--- config.mk ---
export PLATFORM = sky130hd
export DESIGN_NAME = program_mem
export DESIGN_NICKNAME = d
export VERILOG_FILES = /design/src/rtl/program_mem.sv
export SDC_FILE = /design/constraint.sdc
export NUM_CORES = 1
export LEC_CHECK = 0
export BUFFER_PORTS_ARGS = -buffer_cell sky130_fd_sc_hd__buf_2
export CORE_MARGIN = 2
export CORE_UTILIZATION = 40
export DETAILED_ROUTE_END_ITERATION = 8
export PLACE_DENSITY = 0.67
export REMOVE_ABC_BUFFERS = 1
export SYNTH_ARGS = -nofsm -noshare
export SYNTH_HDL_FRONTEND = slang
export SYNTH_SLANG_ARGS = --single-unit
--- constraint.sdc ---
create_clock -name clk -period 1.52 [get_ports clk]
set_input_delay 0.304 -clock clk [delete_from_list [all_inputs] [get_ports clk]]
set_output_delay 0.304 -clock clk [all_outputs]
set_load 0.005 [all_outputs]
--- src/rtl/program_mem.sv ---
// ---------------------------------------------------------------------------
// program_mem
//   Fixed-content instruction ROM with a registered output word.
//
//   Ports
//     clk    in   1          system clock, rising-edge active
//     res_n  in   1          asynchronous reset, active HIGH despite the name
//     pc     in   PC_WIDTH   instruction address
//     ir     out  DataWidth  instruction word, one cycle after pc is sampled
//
//   Addresses 0..14 hold the program. The rest of 0..CMD_CNT-1 reads as
//   zero, and so does any pc >= CMD_CNT.
// ---------------------------------------------------------------------------
module program_mem #(
    parameter int PC_WIDTH  = 8,
    parameter int DataWidth = 16,
    parameter int CMD_CNT   = 64
) (
    input  logic                 clk,
    input  logic                 res_n,
    input  logic [PC_WIDTH-1:0]  pc,
    output logic [DataWidth-1:0] ir
);

    logic [DataWidth-1:0] r_ir;
    logic [DataWidth-1:0] w_rom_word;
    logic [DataWidth-1:0] w_next_ir;
    logic [31:0]          w_addr;
    logic                 w_in_range;

    // The address is widened so that it compares against CMD_CNT at full
    // width. A high-order pc bit can therefore never fold onto a low ROM
    // address.
    assign w_addr     = 32'(pc);
    assign w_in_range = (w_addr < 32'(CMD_CNT));

    always_comb begin
        w_rom_word = '0;
        case (w_addr)
            32'd0:   w_rom_word = DataWidth'(16'h4903);
            32'd1:   w_rom_word = DataWidth'(16'h4A14);
            32'd2:   w_rom_word = DataWidth'(16'h4BF0);
            32'd3:   w_rom_word = DataWidth'(16'h0910);
            32'd4:   w_rom_word = DataWidth'(16'h1918);
            32'd5:   w_rom_word = DataWidth'(16'h480F);
            32'd6:   w_rom_word = DataWidth'(16'h2008);
            32'd7:   w_rom_word = DataWidth'(16'h2918);
            32'd8:   w_rom_word = DataWidth'(16'h3308);
            32'd9:   w_rom_word = DataWidth'(16'h1308);
            32'd10:  w_rom_word = DataWidth'(16'h0000);
            32'd11:  w_rom_word = DataWidth'(16'h0000);
            32'd12:  w_rom_word = DataWidth'(16'h3902);
            32'd13:  w_rom_word = DataWidth'(16'h4204);
            32'd14:  w_rom_word = DataWidth'(16'h8008);
            default: w_rom_word = '0;
        endcase
    end

    // Gate the ROM word with the range check. A CMD_CNT smaller than the
    // program then hides the upper entries.
    assign w_next_ir = w_in_range ? w_rom_word : '0;

    always_ff @(posedge clk or posedge res_n) begin
        if (res_n) begin
            r_ir <= '0;
        end else begin
            r_ir <= w_next_ir;
        end
    end

    assign ir = r_ir;

endmodule

Yosys cells after proc, flatten, opt, wreduce, memory -nomap -nowiden
Memories as Yosys holds them, arrays and structs flattened.
Index checks and enable logic that the tools add are counted.
{ "totals": {"reg_bits": 16, "latch_bits": 0, "ramBits": 0, "rom_bits": 240, "inputBits": 10, "output_inout_bits": 16, "word_cells": 6, "mem_count": 1} }
{ "classes": {"add_sub_neg": 0, "mul": 0, "n_div": 0, "n_lt_le_gt_ge": 1, "eq_ne": 0, "shift": 0, "muxes": 2, "bitwise": 0, "n_reduce_logical": 1} }
{ "memory_table": {"columns": ["memory", "words", "width", "rd", "rd_ports_with_merged_regs", "wr", "line_no", "source"], "rows": [
  ["(name not given)", 16, 15, 1, 0, 0, "39", "case (w_addr)"]
]} }
{ "ops": {"columns": ["cell", "count"], "rows": [
  ["2-to-1 mux 16 bit", 2],
  ["zero test 28 bit", 1],
  ["< comparator 8 x 7 -> 1 bit (second input constant)", 1]
]} }

Logic depth before layout (Yosys ltp)
{ "logic_depth": {"word_depth": 3, "mapped_depth": 5, "depth_no_buf": 5} }

Worst setup path after synthesis
Ideal clock, no wire load.
{ "synth_timing": {"path_kind": "input -> register", "startpoint": "input pc[5]", "endpoint": "register r_ir[4], in the netlist ir[4]", "setup_ns": 0.111, "t_arrival_ns": 1.125, "required_ns": 1.409, "setup_slack_ns": 0.283, "cell_stages": 2, "path_buffers": 0, "cell_sequence": "or4_4 > a2111oi_2"} }
{ "synth_via": {"elab_chain_len": 3, "elab_cells_between_ends": 4, "cone_classes": "order compare (1); mux (2); reduce/logical (1)"} }
{ "synth_lines": {"columns": ["element", "line_no", "source"], "rows": [
  ["start: declaration", "21", "input logic [PC_WIDTH-1:0] pc,"],
  ["branches (longest 2 deep; another with < comparator 8 x 7 -> 1 bit)", null, null],
  ["2-to-1 mux 16 bit *", "61", "assign w_next_ir = w_in_range ? w_rom_word : '0;"],
  ["named net w_next_ir[4]", "27", "logic [DataWidth-1:0] w_next_ir;"],
  ["end signal: assignment", "67", "r_ir <= w_next_ir;"],
  ["end: declaration", "25", "logic [DataWidth-1:0] r_ir;"]
]} }
Mark *: on every way through the listed nets, which the timed path passes.

Worst setup path in the final report
Ends and elaborated chain as after synthesis.

==> reports/results.txt <==
total I/O pin count - 26
worst setup margin - 0.374 ns
shortest period the worst path allows - 1.15 ns
Remaining DRCs - 0
antenna-violating nets left - 0
P&R area growth vs syn - 19.4%
dpl ws - 0.0727 ns
drt total wl - 1210 um
Data arrival, critical path - 1.31 ns
total gr overflow - 0
Cell variety after synth - 29
routability cong. - 0.833
Static Leak - 0.459 nW
cells resized by post-CTS repair - 0
Syn Area/Cell - 10.4 um2
setup TNS - 0 ns
Critical Path Fanout Max - 9
H-tree Lvls - 1
Starting Density - 41.3%
final design utilization - 49.3%
crit path launch - pc[5]
setup repair bufs after CTS - 0
fin crit share - 75.4%
achievable clock frequency - 0.872 GHz
Startpoint Class - input port
Worst Path Required - 1.69 ns
PwrDens - 782 nW/um2
Internal - 0.488 mW
CTS Buffer Depth - 2
drt wl/cell - 11.3 um
Port Buf Inserts - 24
EDFF count, synth - 0
Syn Std Cell Area - 698 um2
max FFs per register - 13
Starting DRT DRC Count - 12
CTS Root Cell - clkbuf_4
CTS tree - built
die width - 45.8 um
status - complete, no violations
register clock-pin slew on the reported worst setup and hold paths - 0.08 ns
vias in the first global route - 417
Power, Total - 0.652 mW
Max Cap Violations - 0
total clock sinks - 13
Logic pwr share - 14.1%
first-pass GRT wire length - 1760 um
RSZ-0062 raised after global routing - no
NetSw - 0.164 mW
CP endpoint kind - register
Hold Violations, Final - 0
maximum number of pins on one net before global-route repair - 20
row count - 15
fin nets - 106
diode count - 0
ys flop type - dfrtp_1
Setup crit end - ir[4]
Synth Instances - 67
Die ar. - 2100 um2
Ys Warns - 0
die span in y - 45.8 um
post-synthesis register bit count - 13
final slew viol count - 0
CTS buffer count - 3
Clock power frac - 32.2%
Final setup viols - 0
worst vdd ir - 0.273 mV
layout cells sized above 1 - 40.0%
post-DP HPWL - 888 um
hold slack - 0.0308 ns
via-per-instance ratio - 5.16
Hold-fix buffers, CTS - 0
Setup Crit Path Kind - in2reg
# fillers - 158
post-synthesis async set-or-reset flop share - 100%
core area - 1690 um2
HP Class - in2async
Seq/Total Area, Yosys - 46.6%
Vias - 552
sw frac - 25.2%
sequential fraction of design power - 53.7%
DRT Pass-1 Iters - 4
total track usage - 12.0%
initial antenna violation count - 0
==> layout by cell type, fill, tap and decap left out, drive strengths merged <==
cell | Yosys | layout
nand2 | 3 | 3
nor3 | 2 | 2
a211oi | 1 | 1
nor4b | 1 | 1
nand2b | 2 | 2
buf | 7 | 26
a2111oi | 1 | 1
ha | 5 | 5
o21ai | 2 | 2
o211a | 1 | 1
mux2i | 2 | 2
nor2 | 6 | 6
conb | 1 | 1
mux2 | 1 | 1
or4 | 1 | 1
inv | 4 | 4
a21oi | 6 | 6
nand3 | 3 | 3
a21o | 1 | 1
clkbuf | 0 | 4
nor2b | 1 | 1
dfrtp | 13 | 13
a31oi | 1 | 1
or2 | 1 | 1
a22oi | 1 | 1
==> power groups by stage <==
stage / Clock, mW / Combinational (mW) / Sequential [mW]
after floorplan: 0 / 0.0500 / 0.358
after global placement: 0 / 0.0908 / 0.357
after detailed placement: 0 / 0.0926 / 0.357
after CTS: 0.217 / 0.0931 / 0.350
after global routing: 0.227 / 0.103 / 0.350
final: 0.210 / 0.0921 / 0.350
==> logic make-up (layout without fill, tap and decap cells) <==
group / Yosys count / count (layout) / share of synthesized area [%]
muxes: 3 / 3 / 4.48
other: 1 / 1 / 0.537
buffers and inverters: 11 / 34 / 8.96
and+or+nand+nor: 20 / 20 / 16.5
adders and majority gates: 5 / 5 / 8.96
AOI/OAI and AO/OA: 14 / 14 / 14.0
DFF: 13 / 13 / 46.6
==> cell type report <==
cell class / instances / area (um2) / share of cell area (%)
flip-flops and latches: 13 / 325 / 39.0
well taps: 17 / 21.3 / 2.55
inverters: 4 / 15.0 / 1.80
multi-input cells: 43 / 310 / 37.2
repair buffers: 26 / 135 / 16.2
clock buffers: 4 / 26.3 / 3.15
==> synthesized netlist by cell type, types with 2 or more instances <==
cell	count	area share [%]
ha_1	5	9.0
nand2_1	3	1.6
nor2_1	6	3.2
mux2i_1	2	2.9
a21oi_1	5	3.6
nand2b_1	2	1.8
dfrtp_1	13	47
buf_2	2	1.4
buf_4	3	3.2
nand3_1	3	2.1
inv_1	4	2.1
o21ai_0	2	1.4
==> critical path, stage by stage <==
cell and delay, ns:
buf_2 0.10, or4_4 0.61, a2111oi_2 0.30
==> layer usage <==
layer | vias to the layer above | global-route usage (%) | share of wire, %
met5 | - | 0 | 0
met4 | 0 | 8.57 | 1.2
met3 | 2 | 1.19 | 4.0
met2 | 21 | 18.9 | 49
met1 | 259 | 15.2 | 46
li1 | 270 | - | -
==> metrics by stage <==
stage          cells  area (um2)
3_5_place_dp     103         807
4_1_cts          107         833
3_3_place_gp     103         807
5_1_grt          107         833
2_1_floorplan     60         651
6_report         107         833
==> how the worst min path moves through the flow <==
stage / end / cells after the start
after floorplan: ir[0] / 1
after global placement: ir[15] / 2
after detailed placement: ir[15] / 2
after CTS: ir[7] / 2
after global routing: ir[4] / 2
final: ir[4] / 2
No activity file was read; power rests on OpenSTA's default activity.
